`src/rtl/bolme_istemci_pkg.sv`:
```
// Shared definitions for the division client.
// Holds the operation encodings, the FSM state encodings, the data widths
// and small decode helpers used by the client and its operand cache.
package bolme_istemci_pkg;

    localparam int unsigned VeriGen  = 32;
    localparam int unsigned HedefGen = 5;

    typedef enum logic [1:0] {
        IslemDiv  = 2'b00,
        IslemDivu = 2'b01,
        IslemRem  = 2'b10,
        IslemRemu = 2'b11
    } islem_e;

    typedef enum logic [2:0] {
        StBos   = 3'd0,  // idle
        StIstek = 3'd1,  // divider request cycle
        StBekle = 3'd2,  // waiting for the divider
        StIptal = 3'd3,  // flushed, still draining the divider
        StSon   = 3'd4   // result cycle
    } durum_e;

    // Signed operations are DIV and REM.
    function automatic logic isaretli_islem(input logic [1:0] islem);
        return (islem == IslemDiv) || (islem == IslemRem);
    endfunction

    // REM/REMU return the remainder, DIV/DIVU the quotient.
    function automatic logic kalan_islemi(input logic [1:0] islem);
        return (islem == IslemRem) || (islem == IslemRemu);
    endfunction

endpackage

```
`src/rtl/bolme_istemci_if.sv`:
```
// Compare/fill/valid bundle between the division client and its
// one-entry operand cache.
//   kars_*    : operands of the request being considered (client -> cache)
//   eslesme   : stored operands equal kars_* (cache -> client)
//   gecerli   : cache entry holds a result (cache -> client)
//   doldur*   : write operands and divider result into the entry
//   bolum/kalan : stored quotient and remainder (cache -> client)
interface bolme_istemci_if;
    import bolme_istemci_pkg::*;

    logic [VeriGen-1:0] kars_bolunen;
    logic [VeriGen-1:0] kars_bolen;
    logic               kars_isaret;
    logic               eslesme;
    logic               gecerli;

    logic               doldur;
    logic [VeriGen-1:0] doldur_bolunen;
    logic [VeriGen-1:0] doldur_bolen;
    logic               doldur_isaret;
    logic [VeriGen-1:0] doldur_bolum;
    logic [VeriGen-1:0] doldur_kalan;

    logic [VeriGen-1:0] bolum;
    logic [VeriGen-1:0] kalan;

    modport master (
        output kars_bolunen, kars_bolen, kars_isaret,
        output doldur, doldur_bolunen, doldur_bolen, doldur_isaret,
        output doldur_bolum, doldur_kalan,
        input  eslesme, gecerli, bolum, kalan
    );

    modport slave (
        input  kars_bolunen, kars_bolen, kars_isaret,
        input  doldur, doldur_bolunen, doldur_bolen, doldur_isaret,
        input  doldur_bolum, doldur_kalan,
        output eslesme, gecerli, bolum, kalan
    );

endinterface

```
`src/rtl/bolme_onbellek.sv`:
```
// One-entry operand-match cache for the division client.
// Remembers the last divide's dividend, divisor and signedness together
// with the quotient and remainder the divider produced for it.
// Ports:
//   clk_i : clock
//   rst_i : asynchronous active-low reset, invalidates the entry
//   oy    : compare/fill/valid bundle (slave side)
module bolme_onbellek
    import bolme_istemci_pkg::*;
(
    input logic         clk_i,
    input logic         rst_i,
    bolme_istemci_if.slave oy
);

    logic               gecerli_q;
    logic [VeriGen-1:0] bolunen_q;
    logic [VeriGen-1:0] bolen_q;
    logic               isaret_q;
    logic [VeriGen-1:0] bolum_q;
    logic [VeriGen-1:0] kalan_q;

    always_ff @(posedge clk_i or negedge rst_i) begin
        if (!rst_i) begin
            gecerli_q <= 1'b0;
            bolunen_q <= '0;
            bolen_q   <= '0;
            isaret_q  <= 1'b0;
            bolum_q   <= '0;
            kalan_q   <= '0;
        end else if (oy.doldur) begin
            gecerli_q <= 1'b1;
            bolunen_q <= oy.doldur_bolunen;
            bolen_q   <= oy.doldur_bolen;
            isaret_q  <= oy.doldur_isaret;
            bolum_q   <= oy.doldur_bolum;
            kalan_q   <= oy.doldur_kalan;
        end
    end

    // Quotient and remainder come from the same divide, so one entry serves
    // both DIV and REM (or DIVU and REMU) on the same operands.
    assign oy.eslesme = (bolunen_q == oy.kars_bolunen) &&
                        (bolen_q   == oy.kars_bolen)   &&
                        (isaret_q  == oy.kars_isaret);
    assign oy.gecerli = gecerli_q;
    assign oy.bolum   = bolum_q;
    assign oy.kalan   = kalan_q;

endmodule

```
`src/rtl/bolme_istemci.sv`:
```
// Division client: accepts DIV/DIVU/REM/REMU ops from the execute stage,
// answers repeated operand pairs from a one-entry cache, otherwise issues a
// request to an external divider and returns the selected result.
// Ports:
//   clk_i, rst_i            : clock, asynchronous active-low reset
//   gecerli_i, islem_i      : op pulse and op code
//   kaynak1_i, kaynak2_i    : dividend, divisor
//   hedef_i / hedef_o       : destination register index in / out
//   temizle_i               : pipeline flush
//   durdur_o                : busy / stall
//   sonuc_o, sonuc_gecerli_o: result and its one-cycle pulse
//   bolme_istek_o, bolme_isaret_o, bolunen_o, bolen_o : divider request side
//   bolum_i, kalan_i, bolme_hazir_i                   : divider response side
module bolme_istemci
    import bolme_istemci_pkg::*;
(
    input  logic                clk_i,
    input  logic                rst_i,
    input  logic                gecerli_i,
    input  logic [1:0]          islem_i,
    input  logic [VeriGen-1:0]  kaynak1_i,
    input  logic [VeriGen-1:0]  kaynak2_i,
    input  logic [HedefGen-1:0] hedef_i,
    input  logic                temizle_i,
    output logic                durdur_o,
    output logic [VeriGen-1:0]  sonuc_o,
    output logic                sonuc_gecerli_o,
    output logic [HedefGen-1:0] hedef_o,
    output logic                bolme_istek_o,
    output logic                bolme_isaret_o,
    output logic [VeriGen-1:0]  bolunen_o,
    output logic [VeriGen-1:0]  bolen_o,
    input  logic [VeriGen-1:0]  bolum_i,
    input  logic [VeriGen-1:0]  kalan_i,
    input  logic                bolme_hazir_i
);

    durum_e              durum_q, durum_d;
    logic                iptal_q, iptal_d;
    logic                kalan_sec_q;
    logic [HedefGen-1:0] hedef_q;
    logic                isaret_q;
    logic [VeriGen-1:0]  bolunen_q;
    logic [VeriGen-1:0]  bolen_q;

    logic                kabul;
    logic                yakala;
    logic                isabet;
    logic                son;

    bolme_istemci_if oy_if ();

    bolme_onbellek u_onbellek (
        .clk_i (clk_i),
        .rst_i (rst_i),
        .oy    (oy_if)
    );

    // Compare against the incoming op; fill with the latched operands so the
    // entry describes the divide that actually ran.
    assign oy_if.kars_bolunen   = kaynak1_i;
    assign oy_if.kars_bolen     = kaynak2_i;
    assign oy_if.kars_isaret    = isaretli_islem(islem_i);
    assign oy_if.doldur         = yakala;
    assign oy_if.doldur_bolunen = bolunen_q;
    assign oy_if.doldur_bolen   = bolen_q;
    assign oy_if.doldur_isaret  = isaret_q;
    assign oy_if.doldur_bolum   = bolum_i;
    assign oy_if.doldur_kalan   = kalan_i;

    assign isabet = oy_if.gecerli && oy_if.eslesme;

    always_comb begin
        durum_d = durum_q;
        iptal_d = iptal_q;
        kabul   = 1'b0;
        yakala  = 1'b0;
        unique case (durum_q)
            StBos: begin
                if (gecerli_i && !temizle_i) begin
                    kabul   = 1'b1;
                    iptal_d = 1'b0;
                    durum_d = isabet ? StSon : StIstek;
                end
            end
            StIstek: begin
                if (temizle_i) begin
                    iptal_d = 1'b1;
                    durum_d = StIptal;
                end else begin
                    durum_d = StBekle;
                end
            end
            StBekle: begin
                if (bolme_hazir_i) begin
                    // A flush arriving with the result still fills the cache.
                    yakala  = 1'b1;
                    durum_d = StSon;
                    if (temizle_i) begin
                        iptal_d = 1'b1;
                    end
                end else if (temizle_i) begin
                    iptal_d = 1'b1;
                    durum_d = StIptal;
                end
            end
            StIptal: begin
                // The divider cannot be aborted; drain it and keep the result.
                if (bolme_hazir_i) begin
                    yakala  = 1'b1;
                    durum_d = StSon;
                end
            end
            StSon: begin
                durum_d = StBos;
            end
            default: begin
                durum_d = StBos;
            end
        endcase
    end

    always_ff @(posedge clk_i or negedge rst_i) begin
        if (!rst_i) begin
            durum_q     <= StBos;
            iptal_q     <= 1'b0;
            kalan_sec_q <= 1'b0;
            hedef_q     <= '0;
            isaret_q    <= 1'b0;
            bolunen_q   <= '0;
            bolen_q     <= '0;
        end else begin
            durum_q <= durum_d;
            iptal_q <= iptal_d;
            if (kabul) begin
                kalan_sec_q <= kalan_islemi(islem_i);
                hedef_q     <= hedef_i;
                isaret_q    <= isaretli_islem(islem_i);
                bolunen_q   <= kaynak1_i;
                bolen_q     <= kaynak2_i;
            end
        end
    end

    assign son             = (durum_q == StSon);
    assign durdur_o        = (durum_q != StBos);
    assign bolme_istek_o   = (durum_q == StIstek);
    assign sonuc_gecerli_o = son && !iptal_q;
    assign sonuc_o         = son ? (kalan_sec_q ? oy_if.kalan : oy_if.bolum) : '0;
    assign hedef_o         = son ? hedef_q : '0;
    assign bolme_isaret_o  = isaret_q;
    assign bolunen_o       = bolunen_q;
    assign bolen_o         = bolen_q;

endmodule

```
`config.mk`:
```
export PLATFORM = sky130hd
export DESIGN_NAME = bolme_istemci
export DESIGN_NICKNAME = d
export VERILOG_FILES = /design/src/rtl/bolme_istemci_pkg.sv /design/src/rtl/bolme_istemci_if.sv /design/src/rtl/bolme_onbellek.sv /design/src/rtl/bolme_istemci.sv
export SDC_FILE = /design/constraint.sdc
export NUM_CORES = 1
export LEC_CHECK = 0
export ABC_AREA = 1
export ABC_CLOCK_PERIOD_IN_PS = 2930
export BUFFER_PORTS_ARGS = -buffer_cell sky130_fd_sc_hd__buf_2
export CAP_MARGIN = 15
export CORE_MARGIN = 4
export CORE_UTILIZATION = 30
export CTS_BUF_LIST = sky130_fd_sc_hd__clkbuf_16
export CTS_CLUSTER_SIZE = 20
export DETAILED_ROUTE_END_ITERATION = 10
export PLACE_DENSITY = 0.53
export SLEW_MARGIN = 20
export SYNTH_ARGS = -nofsm -noshare
export SYNTH_HDL_FRONTEND = slang
export SYNTH_SLANG_ARGS = --single-unit
```
`constraint.sdc`:
```
create_clock -name clk_i -period 2.93 [get_ports clk_i]
set_input_delay 0.1465 -clock clk_i [delete_from_list [all_inputs] [get_ports clk_i]]
set_output_delay 0.1465 -clock clk_i [all_outputs]
set_load 0.02 [all_outputs]
```
# Yosys cells after proc, flatten, opt, wreduce, memory -nomap -nowiden
# Index checks and enable logic that the tools add are counted.
# classes
reduce_logical	17
n_eq_ne	13
mux	17
# ops
operator	count
$eq 32x32->1	2
$mux 32	2
$mux 3	5
$pmux 3 s4	1
$mux 1	7
$eq 3x2->1 const B	2
$reduce_and 3->1	2
$logic_and 1x1->1	5
$mux 5	1
$eq 2x2->1 const B	2
$ne 2x2->1 const B	2
$reduce_or 2->1	2
$eq 3x1->1 const B	1
$eq 3x3->1 const B	1
$logic_not 3->1	1
$ne 3x3->1 const B	1
$reduce_bool 3->1	1
$logic_not 1->1	2
$logic_not 2->1	1
$logic_or 1x1->1	2
$ne 2x1->1 const B	1
$pmux 1 s2	1
$reduce_bool 2->1	1
$eq 1x1->1	1
# word_totals
register_bits	205
in_bits	140

# Depth between registers and ports, before layout
# logic_depth
word_depth	8
depth_mapped	13

# Hierarchy
# A second synthesis with hierarchy kept.
# unflattened
cells_unflattened	1176
area_unflattened_um2	9361.5
# by_module_without_submodules
mod	instances	area_each_um2	cells_per_inst	seq_area_each_um2
bolme_onbellek	1	5778.0	719	3253.1
bolme_istemci	1	3583.4	457	1876.8

# Worst setup path before layout
# Ideal clock, no wire load.
# synth_path
kind	register to register
from	register durum_q[2]
to	register bolunen_q[13], in the netlist bolunen_o[13]
required_time_ps	2805
setup_ps	125
setup_slack_ps	1357
path_stages_with_launch	7
arrival_time_ps	1449
cell_sequence	dfrtp_1 > nor2_1 > nand2_1 > inv_1 > nand2_2 > buf_2 > mux2_2
# synth_via
elab_chain_len	2
# synth_lines
item	line_no	text
start, declared	bolme_istemci.sv:38	durum_e durum_q, durum_d;
start signal, assigned	bolme_istemci.sv:125	durum_q <= StBos;
start signal, assigned	bolme_istemci.sv:133	durum_q <= durum_d;
$logic_not 3->1	bolme_istemci.sv:78	unique case (durum_q)
$mux 1	bolme_istemci.sv:78	
end signal, assigned	bolme_istemci.sv:139	bolunen_q <= kaynak1_i;
end, declared	bolme_istemci.sv:43	logic [VeriGen-1:0] bolunen_q;
# Every way passes these cells.
# A chain may end at the register's enable or synchronous reset.

# Final worst setup path
# layout_path
from	register kalan_sec_q
to	output sonuc_o[31]
# layout_via
elab_chain_len	2
# layout_lines
item	line_no	text
start, declared	bolme_istemci.sv:40	logic kalan_sec_q;
start signal, assigned	bolme_istemci.sv:136	kalan_sec_q <= kalan_islemi(islem_i);
$mux 32 (2 in a row)	bolme_istemci.sv:149	assign sonuc_o = son ? (kalan_sec_q ? oy_if.kalan : oy_if.bolum) : '0;
end, declared	bolme_istemci.sv:26	output logic [VeriGen-1:0] sonuc_o,
# Every way passes these cells.

==> out/qor.txt <==
================================================================================
Status                                                                 completed
Detailed Place HPWL                                                     19360 um
Clock transition at the registers of the reported paths                  0.06 ns
Worst IR Drop VDD                                                       549.4 uV
Synth unique cells                                                            24
Largest fanout on the critical path                                           29
Commonest non-fill, non-tap cells in the layout                     267 x nand2_1, 243 x buf_2, 205 x dfrtp_1, 138 x dlygate4sd3_1, 124 x inv_1
Slew HR                                                                   59.28%
Area used by multi-input combinational logic                           3508 um^2
Number of global-route vias before repair                                   8170
Pwr Density                                                         1023 nW/um^2
Fraction of final layout cells with drive strength greater than 1         26.96%
Final setup vio count                                                          0
H-tree levels                                                                  1
GRT Total Usage                                                           15.95%
Area of the die                                                       33910 um^2
Maximum number of pins on one net before global-route repair                  79
Global-route wire length before repair                                  43750 um
PortBufs                                                                     244
Post-place instance area                                              10990 um^2
CORE AREA                                                             30590 um^2
Remaining antenna violation count after routing                                0
Delay of the slowest critical-path stage                                 0.37 ns
Area taken by flip-flops and latches                                   5130 um^2
Clock net sink count                                                         205
Count of filler cells inserted in the layout                                3016
# IOs                                                                        245
TritonCTS clock tree                                                         yes
Rows                                                                          64
Minimum period implied by the final worst setup slack                   2.135 ns
Leak                                                                 0.007020 uW
Average cell area after synthesis                                     9.019 um^2
Wire length after detailed routing                                      27910 um
Total number of yosys warnings                                                 0
Initial Util                                                              30.43%
Synthesized Nets                                                            1172
Max Slew Vio Count                                                             0
Maximum clock frequency                                               0.4685 GHz
Layout net count                                                            1548
Tcrit/Tclk final                                                          72.86%
Area share of the leading cell type in the synthesized netlist            55.11%
Vias                                                                        8045
Number of DRC markers after the initial detailed-route iteration             343
Number of buffers created by CTS                                              26
Placer congestion estimate                                                0.8074
Area added between synthesis and finish                                   43.23%
RSZ-0062 raised after global routing                                          no
Hold Crit Class                                                           in2reg
Hold Violations, Final                                                         0
Buffer levels on the longest clock path                                        3
Register bit total from synthesis                                            205
DRC Markers                                                                    0
Startpoint-to-endpoint class of the critical path                        reg2out
Slew @ Worst Pin                                                       0.6108 ns
Sort of element at the start of the critical path                       register
Most common library cell in the layout ignoring fill and taps            nand2_1
Post-route cell area                                                  13330 um^2
Count of max-cap constraint violations                                         0
Height of the die                                                       184.1 um
Register area share after synthesis                                       55.11%
Antenna violations before repair                                               1
Clock root buffer                                                      clkbuf_16
Number of iterations in the first detailed-routing pass                        5
Slowest cell on crit path                                                dfrtp_1
Routed length per placed instance                                       15.30 um
Required time of the critical path                                       2.78 ns
Util after Layout                                                         43.58%
Cell count after synthesis                                                  1032
Overflow left after global routing                                             0
Insertion delay to the later sink of the worst-skew pair                 0.52 ns
Top cell type by total area after synthesis                              dfrtp_1
Cell-by-cell trace of the critical path                             inv_1 > buf_4 > nand2_1 > a21oi_1 > buf_2
Signal arrival time at the worst endpoint                                1.99 ns
Critical path endpoint category                                      output port
Horizontal extent of the die                                            184.1 um
Total negative setup slack                                                  0 ns
Main area contributors after synthesis                              dfrtp_1 55%, nand2_1 11%, mux2_2 6.2%, a21oi_1 5.1%, inv_1 5.0%
Post-detailed-route via-to-cell ratio                                      4.408
Netlist area before placement                                          9308 um^2
Maximum clock skew at final layout                                   0.008600 ns
================================================================================
worst paths after layout:
kind                                                  to  slack, ns                  start  cells after the start
worst max-delay path                         sonuc_o[31]       0.80            kalan_sec_q                      5
worst min-delay path                          durum_q[1]       0.10              gecerli_i                      5
worst max register to register             bolunen_o[15]       1.02             durum_q[0]                      6
worst min register to register     u_onbellek.oy.gecerli       0.45  u_onbellek.oy.gecerli                      2
max in group asynchronous       u_onbellek.bolunen_q[30]       1.93                  rst_i                      3
min in group asynchronous         u_onbellek.oy.bolum[0]       0.17                  rst_i                      2
stage by stage:
stage	power (uW)	hold WS (ns)	instances	setup WS, ns
CTS	13830	0.06698	1824	0.7501
global route	14680	0.1258	1825	0.6450
finish	13640	0.1021	1825	0.7953
floorplan	8374	-0.1491	1032	1.357
global placement	9955	0.1651	1638	1.056
detailed placement	10070	0.1659	1638	1.030
where the power goes:
group	leakage (uW)	switching [uW]	internal, uW
logic	0.00412	2960	2120
registers	0.00242	815	4220
clock network	0.000473	1240	2280
total	0.00702	5020	8620
worst max-delay path, delay by kind of cell, from the launching register on:
| family | cells | cell delay (ns) |
|---|---|---|
| buffers and inverters | 3 | 0.73 |
| AND/OR/NAND/NOR | 1 | 0.09 |
| AO/OA/AOI/OAI | 1 | 0.26 |
| flip-flops | 1 | 0.37 |
synthesized netlist by cell type:
cell        n
inv_1     124
nand3_1     3
xnor2_1     7
buf_6       3
a21oi_1    95
nor3_2      2
o211ai_1    1
o22ai_1     5
mux2_2     51
inv_2       1
o21ai_2     1
nand2_1   267
nand4_1     2
nor2_1    112
nand2_2     1
o221ai_1    1
buf_1       9
o21ai_0    76
xor2_1      1
clkbuf_1   16
a31oi_1     2
dfrtp_1   205
mux2_4     30
buf_2      17
metal layers:
layer | up-vias | GRT usage [%] | share of wire (%)
met4 | 0 | 3.697 | 2.3
met1 | 3726 | 21.76 | 46
li1 | 4014 | - | -
met5 | - | 0 | 0
met2 | 261 | 25.25 | 44
met3 | 44 | 4.658 | 8.0
sequential cells by signal, indices dropped and copies added (netlist names):
name                   count
kalan_sec_q                1
u_onbellek.bolen_q        32
u_onbellek.oy.gecerli      1
bolen_o                   32
u_onbellek.isaret_q        1
u_onbellek.oy.bolum       32
durum_q                    3
bolunen_o                 32
iptal_q                    1
hedef_q                    5
u_onbellek.oy.kalan       32
bolme_isaret_o             1
u_onbellek.bolunen_q      32
kinds of logic after synthesis:
kind of cell / synth area share, %
AO/OA/AOI/OAI: 9.934
multiplexers: 11.01
XOR/XNOR: 0.7528
buffers and inverters: 7.326
AND/OR/NAND/NOR: 15.86
flip-flops: 55.11
final cells by class:
type	count	area share, %
clock buffer	27	5.068
clock inverter	21	2.112
tap	396	3.717
multi-input combinational	657	26.32
timing repair buffer	393	20.77
antenna	1	0.01877
sequential	205	38.48
inverter	125	3.519
what timing repair did:
item | 4_1_cts | 5_1_grt
setup buffers | 0 | 0
endpoints found under the hold margin | 193 | 0
hold buffers | 138 | 0
gates resized for setup | 0 | 0
No activity file was read; power rests on OpenSTA's default activity.
